[config.mk]
export PLATFORM = sky130hd
export DESIGN_NAME = cordic_ctrl
export DESIGN_NICKNAME = d
export VERILOG_FILES = /design/src/rtl/cordic_ctrl.sv
export SDC_FILE = /design/constraint.sdc
export NUM_CORES = 1
export LEC_CHECK = 0
export ABC_AREA = 0
export CORE_MARGIN = 5
export CORE_UTILIZATION = 35
export CTS_BUF_LIST = sky130_fd_sc_hd__clkbuf_8
export DETAILED_ROUTE_END_ITERATION = 8
export SLEW_MARGIN = 20
export SYNTH_ARGS = -nofsm -noshare
export SYNTH_HDL_FRONTEND = slang
export SYNTH_SLANG_ARGS = --single-unit
[constraint.sdc]
create_clock -name clk -period 2.6 [get_ports clk]
set_input_delay 0.78 -clock clk [delete_from_list [all_inputs] [get_ports clk]]
set_output_delay 0.78 -clock clk [all_outputs]
set_load 0.02 [all_outputs]
[src/rtl/cordic_ctrl.sv]
// CORDIC sequencer: IDLE -> LOAD -> ITER x ITERS -> [SCALE] -> DONE, handshaked start and result.
// Optional gain-compensation cycle is compiled in with CORDIC_CTRL_GAIN_COMP_EN (adds scale_en port).
module cordic_ctrl #(
    parameter int ITERS = 16,
    parameter int W     = 16,
    localparam int IW   = (W < 4) ? W : 4
) (
    input  logic          clk,
    input  logic          rst,
    input  logic          start,
    input  logic [1:0]    mode,
    output logic          start_ready,
    input  logic          z_sign,
    input  logic          y_sign,
    output logic          load,
    output logic          step_en,
    output logic [IW-1:0] iter,
    output logic          dir,
    output logic [3:0]    select,
    output logic          out_valid,
    input  logic          out_ready
`ifdef CORDIC_CTRL_GAIN_COMP_EN
    ,
    output logic          scale_en
`endif
);

    typedef enum logic [2:0] {
        S_IDLE,
        S_LOAD,
        S_ITER,
        S_SCALE,
        S_DONE
    } state_t;

    localparam logic [IW-1:0] LAST_ITER = IW'(ITERS - 1);

    state_t        state_q, state_d;
    logic [1:0]    mode_q, mode_d;
    logic [3:0]    select_q, select_d;
    logic [IW-1:0] iter_q, iter_d;
    logic          load_q, load_d;
    logic          step_en_q, step_en_d;
    logic          out_valid_q, out_valid_d;
    logic          start_ready_q, start_ready_d;
`ifdef CORDIC_CTRL_GAIN_COMP_EN
    logic          scale_en_q, scale_en_d;
`endif

    always_comb begin
        state_d  = state_q;
        mode_d   = mode_q;
        select_d = select_q;
        iter_d   = iter_q;
        case (state_q)
            S_IDLE: begin
                if (start) begin
                    state_d  = S_LOAD;
                    mode_d   = mode;
                    select_d = 4'b0001 << mode;
                    iter_d   = '0;
                end
            end
            S_LOAD: state_d = S_ITER;
            S_ITER: begin
                if (iter_q == LAST_ITER) begin
`ifdef CORDIC_CTRL_GAIN_COMP_EN
                    state_d = S_SCALE;
`else
                    state_d = S_DONE;
`endif
                end else begin
                    iter_d = iter_q + 1'b1;
                end
            end
`ifdef CORDIC_CTRL_GAIN_COMP_EN
            S_SCALE: state_d = S_DONE;
`endif
            S_DONE: begin
                if (out_ready) state_d = S_IDLE;
            end
            default: state_d = S_IDLE;
        endcase

        // Outputs are decoded from the next state so they leave a flop in step with the state.
        load_d        = (state_d == S_LOAD);
        step_en_d     = (state_d == S_ITER);
        out_valid_d   = (state_d == S_DONE);
        start_ready_d = (state_d == S_IDLE);
`ifdef CORDIC_CTRL_GAIN_COMP_EN
        scale_en_d    = (state_d == S_SCALE);
`endif
    end

    always_ff @(posedge clk) begin
        if (rst) begin
            state_q       <= S_IDLE;
            mode_q        <= 2'd0;
            select_q      <= 4'b0001;
            iter_q        <= '0;
            load_q        <= 1'b0;
            step_en_q     <= 1'b0;
            out_valid_q   <= 1'b0;
            start_ready_q <= 1'b1;
`ifdef CORDIC_CTRL_GAIN_COMP_EN
            scale_en_q    <= 1'b0;
`endif
        end else begin
            state_q       <= state_d;
            mode_q        <= mode_d;
            select_q      <= select_d;
            iter_q        <= iter_d;
            load_q        <= load_d;
            step_en_q     <= step_en_d;
            out_valid_q   <= out_valid_d;
            start_ready_q <= start_ready_d;
`ifdef CORDIC_CTRL_GAIN_COMP_EN
            scale_en_q    <= scale_en_d;
`endif
        end
    end

    // Rotation drives z toward zero, vectoring drives y toward zero.
    always_comb begin
        dir = 1'b0;
        if (state_q == S_ITER) dir = mode_q[1] ? y_sign : ~z_sign;
    end

    assign start_ready = start_ready_q;
    assign load        = load_q;
    assign step_en     = step_en_q;
    assign iter        = iter_q;
    assign select      = select_q;
    assign out_valid   = out_valid_q;
`ifdef CORDIC_CTRL_GAIN_COMP_EN
    assign scale_en    = scale_en_q;
`endif

endmodule
==> results of run 1 <==
what timing repair did:
item | in CTS | in global routing
hold buffers | 0 | 0
gates resized for setup | 1 | 0
endpoints found under the setup margin | 1 | 0
Yosys cell counts, types with 2 or more instances:
master    count
dfxtp_1      16
a21oi_1       7
nor2_1        7
nand2_1       5
nand3_1       4
inv_1         3
nor3_1        3
nor3b_1       3
or3_1         3
a211oi_1      2
clkbuf_1      2
nand3b_1      2
o211ai_1      2
o21ai_0       2
o31ai_1       2
worst max-delay path, delay by kind of cell:
family                 cells  cell delay, ns
buffers and inverters      2            0.76
AO/OA/AOI/OAI              1            0.11
AND/OR/NAND/NOR            2            0.08
sequential cells by signal (all words and copies together), names as in the netlist:
| name | flops |
|---|---|
| load | 1 |
| start_ready | 1 |
| mode_q | 1 |
| iter | 4 |
| step_en | 1 |
| out_valid | 1 |
| select | 4 |
| state_q | 3 |
how the worst max path moves through the flow:
stage	start	to
floorplan	state_q[0]	dir
global placement	z_sign	dir
detailed placement	y_sign	dir
CTS	z_sign	dir
global route	z_sign	dir
finish	z_sign	dir
kinds of logic after synthesis:
| group | after synthesis | share of synthesized area |
|---|---|---|
| simple gates | 32 | 0.264 |
| compound gates | 19 | 0.180 |
| flops | 16 | 0.479 |
| buf+inv | 8 | 0.0581 |
| fa+ha+maj | 1 | 0.0187 |
cell type report:
type | count | area, um^2
Clock buffer | 4 | 55.1
Multi-Input combinational cell | 52 | 309
Sequential cell | 16 | 320
Inverter | 3 | 11.3
Tap cell | 25 | 31.3
Timing Repair Buffer | 24 | 229
Fill cell | 175 | 808
through the flow:
stage          cell area, um^2  TNS [ns]  instances  hold slack (ns)
6_report                   956         0        124            0.454
5_1_grt                    956         0        124            0.487
4_1_cts                    956         0        124            0.456
3_5_place_dp               902    -0.167        120            0.448
3_3_place_gp               902    -0.167        120            0.442
2_1_floorplan              668         0         76            0.450
power breakdown:
part	internal (mW)	switching, mW	leakage [nW]
Combinational	0.0405	0.0413	0.187
Sequential	0.257	0.00737	0.131
Clock	0.134	0.0893	0.0288
Total	0.432	0.138	0.346
metal layers:
metal,up-vias,wire length (um)
met1,273,720
met2,16,667
li1,319,-
met3,0,86
met5,-,0
met4,0,0
==> results.json, run 1 <==
{
  "start_util": 0.379,
  "yosys_warnings": 0,
  "gp_routability_congestion": 0.732,
  "ys.flop_type": "dfxtp_1",
  "hp-start": "select[1]",
  "insertion_delay_ns": 0.25,
  "fmax_ghz": 0.398,
  "syn_area_per_cell_um2": 8.79,
  "setup_viol": 0,
  "post-route-period-util": 0.967,
  "synth_edf_count": 0,
  "ios": 21,
  "cp_max_fo": 1,
  "r2r_end": "select[0]",
  "synth_area_leader_cell": "dfxtp_1",
  "die_y_um": 53.7,
  "htreeDepth": 1,
  "crit_path_cell_trace": "clkdlybuf4s50_1 -> nor2_1 -> a21oi_1 -> nor2_1 -> dlygate4sd2_1",
  "worst-r2r-setup-slack_ns": 0.96,
  "grtUsageMet2": 0.169,
  "slew_violations": 0,
  "r2r_start": "state_q[2]",
  "pre_cts_slack_ns": -0.167,
  "fin_nets": 109,
  "critPathLaunchType": "input port",
  "ys_ff_latch": 16,
  "layout_commonest_cell": "clkdlybuf4s50_1",
  "cp_data_arrival_time_ns": 1.73,
  "slowest_stage": "clkdlybuf4s50_1",
  "syn-instance-count": 76,
  "drt_first_pass_iters": 4,
  "worstSetupPathType": "input port to primary output",
  "rsz0062_at_grt": "no",
  "worst_slack_ns": 0.0868,
  "synth_top_area_frac": 0.479,
  "syn_nets": 85,
  "hold_violations": 0,
  "worstMarginPinSlew_ns": 0.575,
  "dieArea_mm2": 0.00288,
  "grt_start_max_net_pins": 17,
  "cts_tree": "yes",
  "synth_area_um2": 668,
  "grt_usage": 0.113,
  "cts_made_buffers": 3,
  "root_buffer": "clkbuf_8",
  "hold_end": "select[1]",
  "synth_cell_type_count": 28,
  "grt_pass1_vias": 524,
  "dp_hpwl_um": 1050,
  "drive_gt1_frac": 0.0808,
  "yosysSeqAreaShare": 0.479,
  "clk_pin_slew_ns": 0.06,
  "cts_sinks": 16,
  "drt_iter0_drc": 9,
  "cap_violations": 0,
  "slew_headroom": 0.616,
  "final.setup_skew_ns": 0.00455,
  "cellLeakagePower_nw": 0.346,
  "top_usage_layer": "met2",
  "ir_drop_mv": 0.365,
  "grt_pass1_wl_um": 2300,
  "use_met3": 0.0582,
  "antenna_found_initial": 0,
  "cts_buffer_depth": 2,
  "num_rows": 15,
  "worstRegToRegCells": 3,
  "final_cell_mix": "clkdlybuf4s50_1, dfxtp_1, nor2_1, a21oi_1, nand2_1",
  "use_met1": 0.143,
  "wl_per_cell_um": 11.9,
  "io_buffers": 20,
  "synthTopCellsByArea": "dfxtp_1, a21oi_1, nor2_1",
  "drtAntennaViolNets": 0,
  "setup.worst_path.end_class": "primary output",
  "min_path_type": "flop to flop",
  "syn_to_final_growth_pct": 43.1,
  "postCtsSetupBuffers": 0,
  "overflow": 0,
  "via_per_inst": 4.90,
  "whs_path_depth": 2,
  "num_antenna_cells": 0,
  "status": "completed",
  "crit_required_ns": 1.82,
  "core_area_mm2": 0.00176,
  "slowest_delay_ns": 0.45,
  "wl_um": 1470,
  "num_vias": 608,
  "ys_async_sr_fraction": 0,
  "p_total_uw": 570,
  "drc": 0,
  "fin_crit_ns": 2.51,
  "power_density_mw_per_mm2": 596,
  "fin_util": 0.542,
  "die_x_um": 53.7,
  "worst_path_most_repeated_cell": "nor2_1"
}
(Power assumes the default switching activity.)
==> run 2: changes to the inputs <==
==> constraint.sdc (replaced) <==
create_clock -name clk -period 2.6 [get_ports clk]
set_input_delay 0.39 -clock clk [delete_from_list [all_inputs] [get_ports clk]]
set_output_delay 0.39 -clock clk [all_outputs]
set_load 0.02 [all_outputs]
==> results.json, run 2 (synthesized netlist as in run 1, its figures left out) <==
{
  "dp_hpwl_um": 1060,
  "power_density_mw_per_mm2": 602,
  "cap_violations": 0,
  "endpoint": "dir",
  "grt_start_max_net_pins": 17,
  "crit_required_ns": 2.21,
  "slew_headroom": 0.628,
  "cellLeakagePower_nw": 0.327,
  "status": "completed",
  "die_x_um": 53.7,
  "final_cell_mix": "clkdlybuf4s50_1, dfxtp_1, nor2_1, a21oi_1, nand2_1",
  "start_util": 0.379,
  "postCtsSetupBuffers": 0,
  "cts_tree": "yes",
  "clk_pin_slew_ns": 0.07,
  "crit_start": "state_q[1]",
  "worstRegToRegCells": 3,
  "antenna_found_initial": 0,
  "drc": 0,
  "fmax_ghz": 0.433,
  "syn_to_final_growth_pct": 39.9,
  "final.setup_skew_ns": 0.00169,
  "grt_usage": 0.117,
  "slew_violations": 0,
  "die_y_um": 53.7,
  "dieArea_mm2": 0.00288,
  "num_antenna_cells": 0,
  "p_total_uw": 562,
  "layout_commonest_cell": "clkdlybuf4s50_1",
  "grt_pass1_vias": 621,
  "nFillCells": 188,
  "grt_pass1_wl_um": 2500,
  "worst-r2r-setup-slack_ns": 0.94,
  "tns_ns": 0,
  "cts_made_buffers": 3,
  "core_area_mm2": 0.00176,
  "wl_um": 1500,
  "drive_gt1_frac": 0.0521,
  "overflow": 0,
  "cp_max_fo": 8,
  "postCtsHoldBufs": 0,
  "worstMarginPinSlew_ns": 0.556,
  "gp_routability_congestion": 0.745,
  "drt_first_pass_iters": 3,
  "ios": 21,
  "fin_crit_ns": 2.31,
  "root_buffer": "clkbuf_8",
  "rsz0062_at_grt": "no",
  "fin_nets": 106,
  "cts_buffer_depth": 2,
  "io_buffers": 20,
  "ir_drop_mv": 0.353,
  "setup_viol": 0,
  "r2r_end": "iter[3]",
  "wl_per_cell_um": 12.4,
  "whs_ns": 0.452,
  "drtAntennaViolNets": 0,
  "drt_iter0_drc": 10,
  "worstSetupPathType": "flop to primary output",
  "cp_data_arrival_time_ns": 1.92,
  "r2r_start": "state_q[1]",
  "fin_area_um2": 935,
  "cts_sinks": 16,
  "num_rows": 15,
  "setup.worst_path.end_class": "primary output",
  "insertion_delay_ns": 0.24,
  "post-route-period-util": 0.889,
  "critPathLaunchType": "flop",
  "placed_area_um2": 880,
  "hold_violations": 0,
  "min_path_type": "flop to flop",
  "num_vias": 607,
  "cts_resized": 0,
  "via_per_inst": 5.02,
  "htreeDepth": 1
}
-- run 2: changes by cell type in the layout (fill, tap and decap cells not counted), sizes merged --
| cell | change |
|---|---|
| dlygate4sd2 | -1 |
| buf | -3 |
| clkdlybuf4s50 | +1 |
-- run 2: worst max-delay path: stages, from the launching register on --
cell and delay [ns]:
dfxtp_1 0.43, or3b_1 0.49, nor2_1 0.14, clkdlybuf4s50_1 0.61
-- run 2: worst min-delay path by stage --
stage	startpoint	end	slack, ns	cells past startpoint
floorplan	mode_q[1]	mode_q[1]	0.45	2
global placement	select[1]	select[1]	0.44	2
detailed placement	select[2]	select[2]	0.45	2
CTS	select[2]	select[2]	0.46	2
global route	select[3]	select[3]	0.48	2
finish	select[2]	select[2]	0.45	2
-- run 2: final cells by class --
class / instances / area [um^2] / share of cell area
Clock buffer: 4 / 55.1 / 0.0589
Timing Repair Buffer: 21 / 208 / 0.222
Inverter: 3 / 11.3 / 0.0120
Tap cell: 25 / 31.3 / 0.0335
Sequential cell: 16 / 320 / 0.343
Multi-Input combinational cell: 52 / 309 / 0.331
-- run 2: per-stage QoR --
| stage | worst slack [ns] | cells | util |
|---|---|---|---|
| finish | 0.289 | 121 | 0.530 |
| global route | 0.191 | 121 | 0.530 |
| CTS | 0.279 | 121 | 0.530 |
| detailed placement | 0.567 | 117 | 0.499 |
| global placement | 0.596 | 117 | 0.499 |
| floorplan | 1.00 | 76 | - |
-- run 2: per-layer routing --
metal | global-route usage | up-vias | share of wire
li1 | - | 313 | -
met1 | 0.142 | 282 | 0.52
met2 | 0.198 | 12 | 0.44
met3 | 0.0249 | 0 | 0.041
met4 | 0.0511 | 0 | 0
met5 | 0 | - | 0
-- run 2: power breakdown --
group / internal (mW) / switching (mW)
Clock: 0.134 / 0.0854
Sequential: 0.257 / 0.00867
Combinational: 0.0382 / 0.0392
Total: 0.429 / 0.133
